[config.mk]
export PLATFORM = sky130hd
export DESIGN_NAME = axi_err_slv_multi
export DESIGN_NICKNAME = d
export VERILOG_FILES = /design/src/rtl/axi_err_pkg.sv /design/src/rtl/axi_err_fifo.sv /design/src/rtl/axi_err_slv_multi.sv
export SDC_FILE = /design/constraint.sdc
export NUM_CORES = 1
export LEC_CHECK = 0
export ABC_CLOCK_PERIOD_IN_PS = 3100
export BUFFER_PORTS_ARGS = -buffer_cell sky130_fd_sc_hd__buf_2
export CAP_MARGIN = 25
export CORE_MARGIN = 5
export CORE_UTILIZATION = 40
export CTS_BUF_LIST = sky130_fd_sc_hd__clkbuf_16
export CTS_CLUSTER_SIZE = 25
export DETAILED_ROUTE_END_ITERATION = 8
export GPL_TIMING_DRIVEN = 0
export MAX_ROUTING_LAYER = met4
export PLACE_DENSITY = 0.71
export SYNTH_ARGS = -nofsm -noshare
export SYNTH_HDL_FRONTEND = slang
export SYNTH_SLANG_ARGS = --single-unit
[constraint.sdc]
create_clock -name clk_i -period 3.1 [get_ports clk_i]
set_input_delay 0.93 -clock clk_i [delete_from_list [all_inputs] [get_ports clk_i]]
set_output_delay 0.93 -clock clk_i [all_outputs]
set_load 0.1 [all_outputs]
[src/rtl/axi_err_pkg.sv]
// Shared constants and types for the AXI error slave.
//   RESP_*      : AXI response encodings
//   LenWidth    : AXI burst length field width
//   ErrCntWidth : width of the error-log handshake counter
//   r_state_e   : read-channel FSM state
package axi_err_pkg;

  localparam logic [1:0] RESP_OKAY   = 2'b00;
  localparam logic [1:0] RESP_EXOKAY = 2'b01;
  localparam logic [1:0] RESP_SLVERR = 2'b10;
  localparam logic [1:0] RESP_DECERR = 2'b11;

  localparam int unsigned LenWidth    = 8;
  localparam int unsigned ErrCntWidth = 16;

  typedef enum logic {
    R_IDLE,
    R_BURST
  } r_state_e;

endpackage

[src/rtl/axi_err_fifo.sv]
// Synchronous, non-fall-through FIFO.
// Data written at a clock edge becomes visible on rdata_o from the next cycle on.
// Pushing when full and popping when empty are ignored.
// Ports:
//   clk_i, rst_i      : clock, synchronous active-high reset
//   push_i, wdata_i   : write side
//   pop_i, rdata_o    : read side (rdata_o is the head entry)
//   full_o, empty_o   : occupancy flags
module axi_err_fifo #(
  parameter int unsigned Width = 8,
  parameter int unsigned Depth = 4
) (
  input  logic             clk_i,
  input  logic             rst_i,
  input  logic             push_i,
  input  logic [Width-1:0] wdata_i,
  input  logic             pop_i,
  output logic [Width-1:0] rdata_o,
  output logic             full_o,
  output logic             empty_o
);

  // A depth-1 FIFO still needs a 1-bit pointer; it simply never leaves 0.
  localparam int unsigned PtrW = (Depth > 1) ? $clog2(Depth) : 1;
  localparam int unsigned CntW = $clog2(Depth + 1);

  logic [Width-1:0] mem_q [Depth];
  logic [PtrW-1:0]  wptr_q, wptr_d;
  logic [PtrW-1:0]  rptr_q, rptr_d;
  logic [CntW-1:0]  cnt_q, cnt_d;
  logic             push_ok, pop_ok;

  assign full_o  = (cnt_q == CntW'(Depth));
  assign empty_o = (cnt_q == '0);
  assign rdata_o = mem_q[rptr_q];

  assign push_ok = push_i & ~full_o;
  assign pop_ok  = pop_i & ~empty_o;

  // Pointers wrap explicitly so non-power-of-two depths work.
  function automatic logic [PtrW-1:0] ptr_inc(input logic [PtrW-1:0] p);
    return (p == PtrW'(Depth - 1)) ? '0 : p + PtrW'(1);
  endfunction

  always_comb begin
    wptr_d = wptr_q;
    rptr_d = rptr_q;
    cnt_d  = cnt_q;
    if (push_ok) wptr_d = ptr_inc(wptr_q);
    if (pop_ok)  rptr_d = ptr_inc(rptr_q);
    case ({push_ok, pop_ok})
      2'b10:   cnt_d = cnt_q + CntW'(1);
      2'b01:   cnt_d = cnt_q - CntW'(1);
      default: cnt_d = cnt_q;
    endcase
  end

  always_ff @(posedge clk_i) begin
    if (rst_i) begin
      wptr_q <= '0;
      rptr_q <= '0;
      cnt_q  <= '0;
    end else begin
      wptr_q <= wptr_d;
      rptr_q <= rptr_d;
      cnt_q  <= cnt_d;
    end
  end

  // Storage carries no reset; the empty flag masks stale contents.
  always_ff @(posedge clk_i) begin
    if (push_ok) mem_q[wptr_q] <= wdata_i;
  end

endmodule

[src/rtl/axi_err_slv_multi.sv]
// AXI error slave with outstanding-transaction queues.
// Every write and read is answered with response Resp; read data is RespData.
// Write data is sunk; a burst whose W beat count disagrees with AW len
// raises a one-cycle len_mismatch_o pulse.
// Optional error log, enabled by defining AXI_ERR_SLV_LOG_EN.
// Ports:
//   clk_i, rst_i                 : clock, synchronous active-high reset
//   aw_* / w_* / b_*             : write address, write data, write response
//   ar_* / r_*                   : read address, read data
//   log_clr_i                    : clear the error log
//   err_cnt_o                    : saturating count of accepted AW+AR handshakes
//   err_addr_o/err_id_o/err_is_wr_o/err_valid_o : first logged transaction
//   len_mismatch_o               : W beat count != AW len+1 (one-cycle pulse)
module axi_err_slv_multi
  import axi_err_pkg::*;
#(
  parameter int unsigned IdWidth   = 4,
  parameter int unsigned AddrWidth = 32,
  parameter int unsigned DataWidth = 64,
  parameter logic [1:0]  Resp      = RESP_DECERR,
  parameter logic [63:0] RespData  = 64'hca11ab1ebadcab1e,
  parameter int unsigned MaxTrans  = 4
) (
  input  logic                   clk_i,
  input  logic                   rst_i,
  // AW
  input  logic                   aw_valid_i,
  output logic                   aw_ready_o,
  input  logic [IdWidth-1:0]     aw_id_i,
  input  logic [AddrWidth-1:0]   aw_addr_i,
  input  logic [LenWidth-1:0]    aw_len_i,
  // W
  input  logic                   w_valid_i,
  output logic                   w_ready_o,
  input  logic                   w_last_i,
  // B
  output logic                   b_valid_o,
  input  logic                   b_ready_i,
  output logic [IdWidth-1:0]     b_id_o,
  output logic [1:0]             b_resp_o,
  // AR
  input  logic                   ar_valid_i,
  output logic                   ar_ready_o,
  input  logic [IdWidth-1:0]     ar_id_i,
  input  logic [AddrWidth-1:0]   ar_addr_i,
  input  logic [LenWidth-1:0]    ar_len_i,
  // R
  output logic                   r_valid_o,
  input  logic                   r_ready_i,
  output logic [IdWidth-1:0]     r_id_o,
  output logic [DataWidth-1:0]   r_data_o,
  output logic [1:0]             r_resp_o,
  output logic                   r_last_o,
  // log
  input  logic                   log_clr_i,
  output logic [ErrCntWidth-1:0] err_cnt_o,
  output logic [AddrWidth-1:0]   err_addr_o,
  output logic [IdWidth-1:0]     err_id_o,
  output logic                   err_is_wr_o,
  output logic                   err_valid_o,
  output logic                   len_mismatch_o
);

  localparam int unsigned QW = IdWidth + LenWidth;
  localparam logic [DataWidth-1:0] RData = DataWidth'(RespData);

  // ---------------------------------------------------------------- write path
  logic               aw_full, aw_empty, aw_hs;
  logic [QW-1:0]      aw_head;
  logic [IdWidth-1:0] aw_head_id;
  logic [LenWidth-1:0] aw_head_len;
  logic               b_full, b_empty, b_pop;
  logic [IdWidth-1:0] b_head;
  logic               w_hs, w_last_hs;
  // One bit wider than len so 256-beat bursts fit; saturates so an
  // over-long burst can never wrap back onto a matching count.
  logic [LenWidth:0]  wcnt_q, wcnt_d;
  logic               len_mismatch_q, len_mismatch_d;

  assign aw_ready_o = ~aw_full;
  assign aw_hs      = aw_valid_i & aw_ready_o;
  assign {aw_head_id, aw_head_len} = aw_head;

  assign w_ready_o  = ~aw_empty & ~b_full;
  assign w_hs       = w_valid_i & w_ready_o;
  assign w_last_hs  = w_hs & w_last_i;

  axi_err_fifo #(.Width(QW), .Depth(MaxTrans)) u_aw_fifo (
    .clk_i   (clk_i),
    .rst_i   (rst_i),
    .push_i  (aw_hs),
    .wdata_i ({aw_id_i, aw_len_i}),
    .pop_i   (w_last_hs),
    .rdata_o (aw_head),
    .full_o  (aw_full),
    .empty_o (aw_empty)
  );

  axi_err_fifo #(.Width(IdWidth), .Depth(2)) u_b_fifo (
    .clk_i   (clk_i),
    .rst_i   (rst_i),
    .push_i  (w_last_hs),
    .wdata_i (aw_head_id),
    .pop_i   (b_pop),
    .rdata_o (b_head),
    .full_o  (b_full),
    .empty_o (b_empty)
  );

  // wcnt_q counts beats already taken, so the burst is well-formed
  // exactly when the last beat arrives with wcnt_q == len.
  always_comb begin
    wcnt_d         = wcnt_q;
    len_mismatch_d = 1'b0;
    if (w_last_hs) begin
      wcnt_d         = '0;
      len_mismatch_d = (wcnt_q != {1'b0, aw_head_len});
    end else if (w_hs && (wcnt_q != '1)) begin
      wcnt_d = wcnt_q + 1'b1;
    end
  end

  always_ff @(posedge clk_i) begin
    if (rst_i) begin
      wcnt_q         <= '0;
      len_mismatch_q <= 1'b0;
    end else begin
      wcnt_q         <= wcnt_d;
      len_mismatch_q <= len_mismatch_d;
    end
  end

  assign len_mismatch_o = len_mismatch_q;

  assign b_valid_o = ~b_empty;
  assign b_pop     = b_valid_o & b_ready_i;
  assign b_id_o    = b_valid_o ? b_head : '0;
  assign b_resp_o  = b_valid_o ? Resp : 2'b00;

  // ----------------------------------------------------------------- read path
  logic                ar_full, ar_empty, ar_hs, ar_pop;
  logic [QW-1:0]       ar_head;
  logic [IdWidth-1:0]  ar_head_id;
  logic [LenWidth-1:0] ar_head_len;
  r_state_e            r_state_q, r_state_d;
  logic [LenWidth-1:0] rcnt_q, rcnt_d;

  assign ar_ready_o = ~ar_full;
  assign ar_hs      = ar_valid_i & ar_ready_o;
  assign {ar_head_id, ar_head_len} = ar_head;

  axi_err_fifo #(.Width(QW), .Depth(MaxTrans)) u_ar_fifo (
    .clk_i   (clk_i),
    .rst_i   (rst_i),
    .push_i  (ar_hs),
    .wdata_i ({ar_id_i, ar_len_i}),
    .pop_i   (ar_pop),
    .rdata_o (ar_head),
    .full_o  (ar_full),
    .empty_o (ar_empty)
  );

  // The head stays in the AR queue for the whole burst and is popped on
  // the last beat; the IDLE cycle this forces between bursts is intended.
  always_comb begin
    r_state_d = r_state_q;
    rcnt_d    = rcnt_q;
    ar_pop    = 1'b0;
    r_valid_o = 1'b0;
    r_id_o    = '0;
    r_data_o  = '0;
    r_resp_o  = 2'b00;
    r_last_o  = 1'b0;
    case (r_state_q)
      R_IDLE: begin
        if (!ar_empty) begin
          r_state_d = R_BURST;
          rcnt_d    = ar_head_len;
        end
      end
      R_BURST: begin
        r_valid_o = 1'b1;
        r_id_o    = ar_head_id;
        r_data_o  = RData;
        r_resp_o  = Resp;
        r_last_o  = (rcnt_q == '0);
        if (r_ready_i) begin
          if (rcnt_q == '0) begin
            ar_pop    = 1'b1;
            r_state_d = R_IDLE;
          end else begin
            rcnt_d = rcnt_q - 1'b1;
          end
        end
      end
      default: r_state_d = R_IDLE;
    endcase
  end

  always_ff @(posedge clk_i) begin
    if (rst_i) begin
      r_state_q <= R_IDLE;
      rcnt_q    <= '0;
    end else begin
      r_state_q <= r_state_d;
      rcnt_q    <= rcnt_d;
    end
  end

  // ------------------------------------------------------------------ log
`ifdef AXI_ERR_SLV_LOG_EN
  logic [ErrCntWidth-1:0] err_cnt_q, err_cnt_d;
  logic [AddrWidth-1:0]   err_addr_q, err_addr_d;
  logic [IdWidth-1:0]     err_id_q, err_id_d;
  logic                   err_is_wr_q, err_is_wr_d;
  logic                   err_valid_q, err_valid_d;
  logic [ErrCntWidth:0]   cnt_sum;

  // A clear in the same cycle as a handshake acts first, so that handshake
  // lands in the freshly cleared log.
  always_comb begin
    err_cnt_d   = log_clr_i ? '0 : err_cnt_q;
    err_addr_d  = log_clr_i ? '0 : err_addr_q;
    err_id_d    = log_clr_i ? '0 : err_id_q;
    err_is_wr_d = log_clr_i ? 1'b0 : err_is_wr_q;
    err_valid_d = log_clr_i ? 1'b0 : err_valid_q;
    cnt_sum = {1'b0, err_cnt_d} + (ErrCntWidth + 1)'(aw_hs)
                                + (ErrCntWidth + 1)'(ar_hs);
    err_cnt_d = cnt_sum[ErrCntWidth] ? '1 : cnt_sum[ErrCntWidth-1:0];
    if (!err_valid_d && (aw_hs || ar_hs)) begin
      err_valid_d = 1'b1;
      err_is_wr_d = aw_hs;
      err_addr_d  = aw_hs ? aw_addr_i : ar_addr_i;
      err_id_d    = aw_hs ? aw_id_i : ar_id_i;
    end
  end

  always_ff @(posedge clk_i) begin
    if (rst_i) begin
      err_cnt_q   <= '0;
      err_addr_q  <= '0;
      err_id_q    <= '0;
      err_is_wr_q <= 1'b0;
      err_valid_q <= 1'b0;
    end else begin
      err_cnt_q   <= err_cnt_d;
      err_addr_q  <= err_addr_d;
      err_id_q    <= err_id_d;
      err_is_wr_q <= err_is_wr_d;
      err_valid_q <= err_valid_d;
    end
  end

  assign err_cnt_o   = err_cnt_q;
  assign err_addr_o  = err_addr_q;
  assign err_id_o    = err_id_q;
  assign err_is_wr_o = err_is_wr_q;
  assign err_valid_o = err_valid_q;
`else
  // Log disabled: the clear input and addresses have no consumer.
  logic unused_log;
  assign unused_log  = ^{log_clr_i, aw_addr_i, ar_addr_i};
  assign err_cnt_o   = '0;
  assign err_addr_o  = '0;
  assign err_id_o    = '0;
  assign err_is_wr_o = 1'b0;
  assign err_valid_o = 1'b0;
`endif

endmodule

==> flow_summary.json <==
{
  "hpwl_microns": 9610,
  "row_count": 48,
  "start_kind": "flip-flop",
  "setup_violations": 0,
  "initial_core_util_pct": 40.7,
  "netlist_instances": 536,
  "yosys-top-cells-area": "edfxtp_1 (44%), buf_4 (13%), dfxtp_1 (12%)",
  "critPathBufInv": 2,
  "maxSlewViolCount": 0,
  "status": "finished clean",
  "yosys.area_share.simple_pct": 8.65,
  "end_kind": "primary output",
  "viasPerCell": 4.39,
  "synth_top_family_by_area": "buffers and inverters",
  "area_delta_synth_final_pct": 22.7,
  "synthXorXnorAreaFrac_pct": 1.99,
  "antenna_left": 0,
  "numPortBuffers": 84,
  "synth_top_area_share_pct": 44.3,
  "path_depth": 4,
  "drc": 0,
  "ys_warn_count": 0,
  "die_h_microns": 143,
  "max_freq_mhz": 338,
  "ys.flop_type": "edfxtp_1",
  "async_flop_share_pct": 0,
  "slowest_delay_ps": 500,
  "synth_edf_count": 104,
  "die_w_microns": 143,
  "yosysSeqAreaShare_pct": 56.3,
  "hold_class": "flip-flop to flip-flop",
  "tns_ps": 0,
  "syn_area_sq_um": 7050,
  "layout.nets": 837,
  "criticalPathCategory": "flip-flop to primary output",
  "required_ps": 2170,
  "reg2reg_to": "u_ar_fifo.cnt_q[2]$_SDFFE_PP0P_",
  "synth_compound_area_share_pct": 4.49,
  "insertion_delay_ps": 410,
  "cts.htree.levels": 4,
  "final_common_cell": "buf_4",
  "post_cts_buffers": 0,
  "antenna_found_initial": 0,
  "crit_family": "buffers and inverters",
  "peakVddDrop_mv": 0.679,
  "wl_per_cell_microns": 13.7,
  "vias": 4218,
  "tightest_slew_ps": 798,
  "drive_above_1_share_pct": 37.7,
  "rsz0062_at_grt": "no",
  "fin_util_pct": 50.0,
  "synth.avg_cell_area_sq_um": 13.1,
  "grt_max_degree": 43,
  "fin_area_sq_um": 8640,
  "crit_chain": "buf_6, mux4_2, and2_1, buf_2",
  "slew_headroom_pct": 46.3,
  "arrival_ps": 2030,
  "synth_seq_cells": 146,
  "leakagePower_uw": 0.00369,
  "drt-initial-drc-count": 139,
  "cpMaxStageDelayCell": "mux4_2",
  "synth_fa_ha_area_share_pct": 3.59,
  "cts_sinks": 146,
  "finalHoldViolCount": 0,
  "grt-ovfl-total": 0,
  "r2r_cells": 8,
  "crit_end": "r_id_o[3]",
  "finalWirelength_microns": 13200,
  "min_from": "rcnt_q[6]$_SDFFE_PP0P_",
  "design.core.area_sq_um": 17300,
  "setup_ws_ps": 143,
  "final_cell_mix": "buf_4 (122), edfxtp_1 (104), buf_2 (87), conb_1 (84), dfxtp_1 (41)",
  "powerDensity_nw_per_um2": 854,
  "min_period_ps": 2960,
  "synth_top_area_cell": "edfxtp_1",
  "path_max_fanout": 10,
  "grt.total_usage_pct": 13.4,
  "gp_congestion": 0.743,
  "ys_types": 48,
  "fp.dieArea_sq_um": 20400,
  "grt_pass1_vias": 3962,
  "cts-root-buf": "clkbuf_16",
  "dp_slack_ps": 195,
  "worstReg2RegStart": "rcnt_q[4]$_SDFFE_PP0P_",
  "cts_tree": "yes",
  "cts_max_path_buffers": 2,
  "pin_count": 234,
  "path_clk_slew_ps": 60,
  "rrSetupSlack_ps": 390,
  "drt_first_pass_iters": 4,
  "cts_buffers": 17,
  "synthMuxAreaShare_pct": 9.68,
  "placed_area_sq_um": 8060,
  "cap_violations": 0,
  "ctsHoldBuffers": 0,
  "num-fill-cells": 1494,
  "min_period_over_period_pct": 95.4,
  "clock-skew-final_ps": 8.53,
  "grt_pass1_wl_microns": 20800
}
[sequential cells by signal, summed over array words and instances (netlist names), 2 cells and up, named ones only]
name,flops
u_ar_fifo.rptr_q,2
u_ar_fifo.cnt_q,3
u_aw_fifo.rptr_q,2
u_ar_fifo.mem_q,48
u_ar_fifo.wptr_q,2
u_aw_fifo.mem_q,48
u_b_fifo.cnt_q,2
u_aw_fifo.wptr_q,2
rcnt_q,8
u_b_fifo.mem_q,8
u_aw_fifo.cnt_q,3
wcnt_q,9
[report_power, final]
part | switching, uW | internal, uW
registers | 131 | 2260
clock network | 850 | 1130
logic | 2320 | 684
[routing by layer]
layer  global-route usage [%]  vias up  wire, microns  share of wire [%]
li1                         -     2100              -                  -
met1                     16.3     1943           5700                 43
met2                     21.6      167           6140                 47
met3                     3.75        8           1210                9.2
met4                     4.90        0            125               0.95
met5                        -        -              0                  0
[worst min path at each step]
stage	endpoint	slack, ps	cells past startpoint
floorplan	rcnt_q[7]$_SDFFE_PP0P_	450	2
global placement	rcnt_q[7]$_SDFFE_PP0P_	470	2
detailed placement	rcnt_q[7]$_SDFFE_PP0P_	470	2
CTS	rcnt_q[7]$_SDFFE_PP0P_	490	2
global route	u_aw_fifo.rptr_q[0]$_SDFFE_PP0N_	520	2
finish	rcnt_q[6]$_SDFFE_PP0P_	490	2
[synth_stat cells, types with 4 or more instances]
library cell and number:
and3_1 10, edfxtp_1 104, nand2b_1 4, ha_1 17, a21oi_1 23, o21ai_0 14
mux2i_1 13, nand2_1 14, nor3_1 4, mux4_2 23, nand3_1 4, or4_1 5
and2_1 7, xor2_1 12, xnor2_1 4, o31ai_1 4, nor2_1 31, buf_4 123
clkbuf_1 10, dfxtp_1 42, inv_1 19, or3_1 9
[metrics by stage]
stage	total power (uW)	hold WS, ps	std cells
final	7380	490	960
after global routing	7700	525	959
after CTS	7430	487	960
after detailed placement	5460	474	928
after global placement	5430	472	928
after floorplan	5050	454	619
[timing repair]
item                                    in CTS  in global routing
endpoints found under the setup margin       4                  4
resized for setup                            2                  1
hold endpoints to repair                     0                  0
[cell families (layout without fill, tap and decap cells)]
group           after synthesis  in the layout
simple gates                106            106
xor+xnor                     16             16
buf+inv                     157            272
fa+ha+maj                    19             19
mux                          39             39
other cells                   1             85
compound gates               52             52
flops                       146            146
[cell type report]
| class | instances | area [sq um] | area share [%] |
|---|---|---|---|
| flip-flops and latches | 146 | 3970 | 45.9 |
| multi-input cells | 316 | 2320 | 26.8 |
| repair buffers | 84 | 420 | 4.86 |
| well taps | 225 | 282 | 3.26 |
| inverters | 19 | 71.3 | 0.825 |
| plain buffers | 137 | 1010 | 11.7 |
| clock inverters | 15 | 150 | 1.74 |
| clock buffers | 17 | 425 | 4.92 |
| diodes | 1 | 2.50 | 0.0289 |
[worst min-delay path, cell delays in order, from the launching register on]
cell and delay [ps]:
dfxtp_1 320, o21ai_0 70, a21oi_1 60
No activity file was read; power rests on OpenSTA's default activity.
